## src/rtl/fanout_pkg.sv

```systemverilog
// Shared helpers for the pipelined broadcast tree: leaf count and a ceil-log2.
package fanout_pkg;

  function automatic int unsigned leaf_count(input int unsigned levels);
    return 32'd1 << levels;
  endfunction

  function automatic int unsigned clog2_u(input int unsigned value);
    int unsigned r;
    r = 0;
    for (int unsigned i = 0; i < 32; i++) begin
      if ((32'd1 << i) < value) r = i + 1;
    end
    return r;
  endfunction

endpackage

```

## src/rtl/fanout_tree_pipe_if.sv

```systemverilog
// Bus bundle of the broadcast tree: input word + leaf mask in, per-leaf words out.
interface fanout_tree_pipe_if
  import fanout_pkg::*;
#(
  parameter int unsigned WIDTH  = 8,
  parameter int unsigned LEVELS = 3,
  parameter int unsigned CNT_W  = 16
);
  localparam int unsigned N = leaf_count(LEVELS);

  logic                 in_valid;
  logic [WIDTH-1:0]     in_data;
  logic [N-1:0]         leaf_en;
  logic                 in_ready;
  logic                 hold;
  logic [N-1:0]         out_valid;
  logic [N*WIDTH-1:0]   out_data;
  logic                 busy;
  logic [CNT_W-1:0]     xfer_count;

  modport master (
    output in_valid, in_data, leaf_en, hold,
    input  in_ready, out_valid, out_data, busy, xfer_count
  );

  modport slave (
    input  in_valid, in_data, leaf_en, hold,
    output in_ready, out_valid, out_data, busy, xfer_count
  );

endinterface

```

## src/rtl/fanout_node.sv

```systemverilog
// One binary tree node: splits the incoming mask and registers a pruned copy of
// the word for each half.
module fanout_node
  import fanout_pkg::*;
#(
  parameter int unsigned WIDTH  = 8,
  parameter int unsigned MASK_W = 2
) (
  input  logic                clk,
  input  logic                rst_n,
  input  logic                hold,
  input  logic                in_valid,
  input  logic [WIDTH-1:0]    in_data,
  input  logic [MASK_W-1:0]   in_mask,
  output logic                out1_valid,
  output logic [WIDTH-1:0]    out1_data,
  output logic [MASK_W/2-1:0] out1_mask,
  output logic                out2_valid,
  output logic [WIDTH-1:0]    out2_data,
  output logic [MASK_W/2-1:0] out2_mask
);

  localparam int unsigned HALF_W = MASK_W / 2;

  logic              v1_q, v1_d, v2_q, v2_d;
  logic [WIDTH-1:0]  d1_q, d1_d, d2_q, d2_d;
  logic [HALF_W-1:0] m1_q, m1_d, m2_q, m2_d;

  // Lower mask half feeds out1 (lower leaf indices); data only loads with a valid.
  always_comb begin
    v1_d = v1_q;
    d1_d = d1_q;
    m1_d = m1_q;
    v2_d = v2_q;
    d2_d = d2_q;
    m2_d = m2_q;
    if (!hold) begin
      v1_d = in_valid & (|in_mask[HALF_W-1:0]);
      v2_d = in_valid & (|in_mask[MASK_W-1:HALF_W]);
      if (v1_d) begin
        d1_d = in_data;
        m1_d = in_mask[HALF_W-1:0];
      end
      if (v2_d) begin
        d2_d = in_data;
        m2_d = in_mask[MASK_W-1:HALF_W];
      end
    end
  end

  always_ff @(posedge clk) begin
    if (!rst_n) begin
      v1_q <= 1'b0;
      d1_q <= '0;
      m1_q <= '0;
      v2_q <= 1'b0;
      d2_q <= '0;
      m2_q <= '0;
    end else begin
      v1_q <= v1_d;
      d1_q <= d1_d;
      m1_q <= m1_d;
      v2_q <= v2_d;
      d2_q <= d2_d;
      m2_q <= m2_d;
    end
  end

  assign out1_valid = v1_q;
  assign out1_data  = d1_q;
  assign out1_mask  = m1_q;
  assign out2_valid = v2_q;
  assign out2_data  = d2_q;
  assign out2_mask  = m2_q;

endmodule

```

## src/rtl/fanout_tree_pipe.sv

```systemverilog
// Pipelined 1-to-2^LEVELS broadcast tree of fanout_node levels with per-leaf
// enable mask, global hold and a wrapping accepted-word counter.
module fanout_tree_pipe
  import fanout_pkg::*;
#(
  parameter int unsigned WIDTH  = 8,
  parameter int unsigned LEVELS = 3,
  parameter int unsigned CNT_W  = 16
) (
  input  logic             clk,
  input  logic             rst_n,
  fanout_tree_pipe_if.slave bus
);

  localparam int unsigned N     = leaf_count(LEVELS);
  localparam int unsigned SLOTS = 2 * N - 2;

  // Node outputs of every level packed back to back; level k starts at slot 2^(k+1)-2.
  // Each level's output masks total exactly N bits, so level k owns m_all[k*N +: N].
  logic                   accept_c;
  logic [SLOTS-1:0]       v_all;
  logic [SLOTS*WIDTH-1:0] d_all;
  logic [LEVELS*N-1:0]    m_all;
  logic [N-1:0]           unused_leaf_mask;
  logic [CNT_W-1:0]       cnt_q, cnt_d;

  assign accept_c = bus.in_valid & ~bus.hold & (|bus.leaf_en);

  for (genvar k = 0; k < LEVELS; k++) begin : g_lvl
    localparam int unsigned NODES = 32'd1 << k;
    localparam int unsigned MW    = N >> k;
    localparam int unsigned HW    = MW / 2;
    localparam int unsigned OBASE = 2 * NODES - 2;

    for (genvar j = 0; j < NODES; j++) begin : g_node
      logic             pv;
      logic [WIDTH-1:0] pd;
      logic [MW-1:0]    pm;

      if (k == 0) begin : g_root
        assign pv = accept_c;
        assign pd = bus.in_data;
        assign pm = bus.leaf_en;
      end else begin : g_child
        localparam int unsigned IBASE = NODES - 2 + j;
        localparam int unsigned MOFS  = (k - 1) * N + j * MW;
        assign pv = v_all[IBASE];
        assign pd = d_all[IBASE*WIDTH +: WIDTH];
        assign pm = m_all[MOFS +: MW];
      end

      fanout_node #(
        .WIDTH  (WIDTH),
        .MASK_W (MW)
      ) u_node (
        .clk        (clk),
        .rst_n      (rst_n),
        .hold       (bus.hold),
        .in_valid   (pv),
        .in_data    (pd),
        .in_mask    (pm),
        .out1_valid (v_all[OBASE + 2*j]),
        .out1_data  (d_all[(OBASE + 2*j)*WIDTH +: WIDTH]),
        .out1_mask  (m_all[k*N + 2*j*HW +: HW]),
        .out2_valid (v_all[OBASE + 2*j + 1]),
        .out2_data  (d_all[(OBASE + 2*j + 1)*WIDTH +: WIDTH]),
        .out2_mask  (m_all[k*N + (2*j + 1)*HW +: HW])
      );
    end
  end

  // Leaf-level half-masks select nothing further down.
  assign unused_leaf_mask = m_all[(LEVELS-1)*N +: N];

  always_comb begin
    cnt_d = cnt_q + CNT_W'(accept_c);
  end

  always_ff @(posedge clk) begin
    if (!rst_n) cnt_q <= '0;
    else        cnt_q <= cnt_d;
  end

  assign bus.in_ready   = ~bus.hold;
  assign bus.out_valid  = v_all[N-2 +: N];
  assign bus.out_data   = d_all[(N-2)*WIDTH +: N*WIDTH];
  assign bus.busy       = |v_all;
  assign bus.xfer_count = cnt_q;

endmodule

```

## src/flat_wrapper.sv

```systemverilog
// flat-port wrapper written by rule: the top's interface ports become plain ports
module fanout_tree_pipe_flat import fanout_pkg::*;
#(
  parameter int unsigned WIDTH  = 8,
  parameter int unsigned LEVELS = 3,
  parameter int unsigned CNT_W  = 16
)
  (clk, rst_n, bus_in_valid, bus_in_data, bus_leaf_en, bus_hold, bus_in_ready, bus_out_valid, bus_out_data, bus_busy, bus_xfer_count);
  fanout_tree_pipe_if #(.WIDTH(WIDTH), .LEVELS(LEVELS), .CNT_W(CNT_W)) bus_i ();
  input  logic clk;
  input  logic rst_n;
  input wire logic [$bits(bus_i.in_valid)-1:0] bus_in_valid;
  input wire logic [$bits(bus_i.in_data)-1:0] bus_in_data;
  input wire logic [$bits(bus_i.leaf_en)-1:0] bus_leaf_en;
  input wire logic [$bits(bus_i.hold)-1:0] bus_hold;
  output wire logic [$bits(bus_i.in_ready)-1:0] bus_in_ready;
  output wire logic [$bits(bus_i.out_valid)-1:0] bus_out_valid;
  output wire logic [$bits(bus_i.out_data)-1:0] bus_out_data;
  output wire logic [$bits(bus_i.busy)-1:0] bus_busy;
  output wire logic [$bits(bus_i.xfer_count)-1:0] bus_xfer_count;
  assign bus_i.in_valid = bus_in_valid;
  assign bus_i.in_data = bus_in_data;
  assign bus_i.leaf_en = bus_leaf_en;
  assign bus_i.hold = bus_hold;
  assign bus_in_ready = bus_i.in_ready;
  assign bus_out_valid = bus_i.out_valid;
  assign bus_out_data = bus_i.out_data;
  assign bus_busy = bus_i.busy;
  assign bus_xfer_count = bus_i.xfer_count;
  fanout_tree_pipe #(.WIDTH(WIDTH), .LEVELS(LEVELS), .CNT_W(CNT_W)) u_core (.clk(clk), .rst_n(rst_n), .bus(bus_i));
endmodule
```

## config.mk

```make
export PLATFORM = sky130hd
export DESIGN_NAME = fanout_tree_pipe_flat
export DESIGN_NICKNAME = d
export VERILOG_FILES = /design/src/rtl/fanout_pkg.sv /design/src/rtl/fanout_tree_pipe_if.sv /design/src/rtl/fanout_node.sv /design/src/rtl/fanout_tree_pipe.sv /design/src/flat_wrapper.sv
export SDC_FILE = /design/constraint.sdc
export NUM_CORES = 1
export LEC_CHECK = 0
export CORE_UTILIZATION = 52
export DETAILED_ROUTE_END_ITERATION = 16
export PLACE_DENSITY_LB_ADDON = 0.15
export SLEW_MARGIN = 10
export SYNTH_ARGS = -nofsm -noshare
export SYNTH_HDL_FRONTEND = slang
export SYNTH_SLANG_ARGS = --single-unit
export TNS_END_PERCENT = 30
```

## constraint.sdc

```tcl
create_clock -name clk -period 2.5 [get_ports clk]
set_input_delay 0.5 -clock clk [delete_from_list [all_inputs] [get_ports clk]]
set_output_delay 0.5 -clock clk [all_outputs]
set_load 0.01 [all_outputs]
```

==> results.sh <==
export IMPL_outcome="finished clean"
export IMPL_place_ws_ns=-0.267
export IMPL_arrival_ns=1.90
export IMPL_fmax_mhz=417
export IMPL_p_seq_share_pct=47.3
export IMPL_crit_type="input port to primary output"
export IMPL_cts_tree="built"
export IMPL_synth_area_leaders="dfxtp_1, mux2i_1, a21oi_1"
export IMPL_diodes=0
export IMPL_total_power_mw=5.44
export IMPL_rows=38
export IMPL_drt_iter0_drc=361
export IMPL_r2r_start="u_core.g_lvl[0].g_node[0].u_node.out2_valid$_SDFFE_PN0N_"
export IMPL_rsz0062_at_grt="false"
export IMPL_grt_pass1_wl_um=23100
export IMPL_p_sw_mw=1.18
export IMPL_final_common_cell="dfxtp_1"
export IMPL_drive_gt1_share_pct=9.44
export IMPL_worst_slew_pin_slew_ns=1.12
export IMPL_hold_class="flop to flop"
export IMPL_setup_slack_ns=0.102
export IMPL_combPwrFrac_pct=4.2
export IMPL_endpoint_kind="primary output"
export IMPL_p_leak_nw=3.22
export IMPL_die_x_um=110
export IMPL_synth_top_area_share_pct=52.4
export IMPL_track_usage_pct=25.1
export IMPL_p_per_area_nw_per_um2=688
export IMPL_num_io_pins=110
export IMPL_slew_violations=0
export IMPL_layout_common_cells="dfxtp_1, clkdlybuf4s50_1, a21oi_1"
export IMPL_drc=0
export IMPL_synthesis_area_sq_um=6030
export IMPL_post_cts_resized=0
export IMPL_p_int_mw=4.26
export IMPL_hpwl_um=10000
export IMPL_synth_nets=679
export IMPL_clk_pin_slew_ns=0.06
export IMPL_ff2ff_path_depth=3
export IMPL_start_util_pct=54.4
export IMPL_pwr_share_clk_pct=48.5
export IMPL_synth_edf_count=0
export IMPL_yosysSeqAreaShare_pct=52.4
export IMPL_clock_path_buffers=2
export IMPL_fp_dieArea_sq_um=12000
export IMPL_holdPathStages=2
export IMPL_crit_path_max_fanout=36
export IMPL_grt_pass1_vias=4775
export IMPL_cts_num_sinks=158
export IMPL_cp_data_required_time_ns=2.00
export IMPL_async_flop_share_pct=0
export IMPL_die_y_um=110
export IMPL_routabilityCongestion=0.843
export IMPL_ant_nets=0
export IMPL_cp_start_kind="input port"
export IMPL_cts_setup_buffers=0
export IMPL_fin_skew_ns=0.00926
export IMPL_switching_share_pct=21.6
export IMPL_finalHoldViolations=0
export IMPL_drv_cap=0
export IMPL_grt_max_degree=41
export IMPL_cts_hold_buf=0
export IMPL_setup_viol=0
export IMPL_core_sq_um=11100
export IMPL_area_delta_synth_final_pct=31.1
export IMPL_io_buffer_count=109
export IMPL_slew_headroom_pct=25.1
export IMPL_vdd_drop_max_uv=439
export IMPL_ys_warn_count=0
export IMPL_critPathLaunch="bus_hold"
export IMPL_grt_overflow=0
export IMPL_synth_area_leader_cell="dfxtp_1"
export IMPL_dr_total_vias=5072
export IMPL_avgViaCountPerCell=5.56
export IMPL_ys_types=32
export IMPL_synth_top_flop_cell="dfxtp_1"
export IMPL_nNetsFinal=782
export IMPL_ys_ff_latch=158
export IMPL_fillers=843
export IMPL_worstSetupEndpoint="bus_in_ready"
export IMPL_cts_htree_levels=4
export IMPL_routedWlPerCell_um=15.5
export IMPL_syn_inst=657
export IMPL_first_pass_iters=5
export IMPL_cts_buffers=17
export IMPL_cts_root_buf="clkbuf_16"
export IMPL_synth_avg_cell_area_sq_um=9.18
export IMPL_r2r_setup_slack_ns=0.59
export IMPL_r2r_end="u_core.g_lvl[1].g_node[1].u_node.out2_data[0]$_SDFFE_PN0P_"
export IMPL_clk_latency_ns=0.42
export IMPL_fin_crit_sh_pct=95.9
export IMPL_wirelength_um=14200
export IMPL_min_period_ns=2.40
export IMPL_antenna_found_initial=0
## through the flow
step	std cells	instance area (sq um)	util (%)	TNS [ns]	hold WS (ns)
2_1_floorplan	657	6030	-	0	0.436
3_3_place_gp	881	7290	65.8	-0.618	0.442
3_5_place_dp	881	7290	65.8	-1.89	0.450
4_1_cts	913	7910	71.4	0	0.458
5_1_grt	913	7910	71.4	0	0.482
6_report	913	7910	71.4	0	0.454
## state kept, by name, indices dropped and copies added, names as in the netlist
signal                                 cells
u_core.bus.xfer_count                     16
u_core.g_lvl.g_node.u_node.out1_data      56
u_core.g_lvl.g_node.u_node.out2_data      56
u_core.g_lvl.g_node.u_node.out2_valid      7
u_core.g_lvl.g_node.u_node.out2_mask       8
u_core.g_lvl.g_node.u_node.out1_valid      7
u_core.g_lvl.g_node.u_node.out1_mask       8
## worst max-delay path, stage by stage
cell,delay (ns)
clkdlybuf4s50_1,0.52
buf_4,0.31
inv_1,0.07
clkdlybuf4s50_1,0.48
## cells by family after synthesis
family | Yosys count | share of synthesized area, %
simple gates | 217 | 17.7
compound gates | 149 | 12.9
flops | 158 | 52.4
mux | 68 | 11.3
fa+ha+maj | 2 | 0.415
xor+xnor | 3 | 0.436
buf+inv | 60 | 4.85
## per-layer routing
metal,global-route usage (%),routed length (um),up-vias
li1,-,-,2493
met1,32.2,6230,2393
met2,39.9,6740,171
met3,7.94,1030,15
met4,8.48,152,0
met5,0,0,-
## worst min path at each step
stage                                                                    start                                                          to  slack, ns
finish              u_core.g_lvl[1].g_node[0].u_node.out2_mask[0]$_SDFFE_PN0P_  u_core.g_lvl[1].g_node[0].u_node.out2_mask[0]$_SDFFE_PN0P_       0.45
global placement    u_core.g_lvl[1].g_node[0].u_node.out1_mask[1]$_SDFFE_PN0P_  u_core.g_lvl[1].g_node[0].u_node.out1_mask[1]$_SDFFE_PN0P_       0.44
global route        u_core.g_lvl[1].g_node[0].u_node.out1_mask[0]$_SDFFE_PN0P_  u_core.g_lvl[1].g_node[0].u_node.out1_mask[0]$_SDFFE_PN0P_       0.48
detailed placement  u_core.g_lvl[1].g_node[1].u_node.out1_mask[0]$_SDFFE_PN0P_  u_core.g_lvl[1].g_node[1].u_node.out1_mask[0]$_SDFFE_PN0P_       0.45
floorplan           u_core.g_lvl[1].g_node[0].u_node.out1_mask[0]$_SDFFE_PN0P_  u_core.g_lvl[1].g_node[0].u_node.out1_mask[0]$_SDFFE_PN0P_       0.44
CTS                 u_core.g_lvl[1].g_node[1].u_node.out1_mask[0]$_SDFFE_PN0P_  u_core.g_lvl[1].g_node[1].u_node.out1_mask[0]$_SDFFE_PN0P_       0.46
## final cells by class
| cell class | count | area, sq um | share of cell area (%) |
|---|---|---|---|
| Sequential cell | 158 | 3160 | 40.0 |
| Multi-Input combinational cell | 439 | 2570 | 32.6 |
| Timing Repair Buffer | 140 | 1360 | 17.2 |
| Clock buffer | 19 | 453 | 5.73 |
| Tap cell | 140 | 175 | 2.21 |
| Clock inverter | 13 | 164 | 2.07 |
| Inverter | 4 | 17.5 | 0.221 |
## synthesized netlist by cell type, types with 2 or more instances
cell,number
dfxtp_1,158
a21oi_1,79
nor2_1,78
mux2i_1,68
o21ai_0,59
nand3_1,52
nand2_1,31
clkbuf_1,30
nand3b_1,16
buf_4,14
buf_2,10
nor4_1,10
nand2b_1,7
a22oi_1,6
or4_1,5
nand4_1,4
or2_2,4
inv_1,3
nor2b_1,3
o31ai_1,3
and2_1,2
clkbuf_2,2
ha_1,2
or3_2,2
xnor2_1,2
## power by group through the flow
| stage | combinational, mW | sequential, mW | clock [mW] |
|---|---|---|---|
| 2_1_floorplan | 0.127 | 2.61 | 0 |
| 3_3_place_gp | 0.219 | 2.62 | 0 |
| 3_5_place_dp | 0.225 | 2.62 | 0 |
| 4_1_cts | 0.227 | 2.57 | 2.68 |
| 5_1_grt | 0.252 | 2.57 | 2.80 |
| 6_report | 0.229 | 2.57 | 2.64 |
Power figures use the tool's default switching activity.
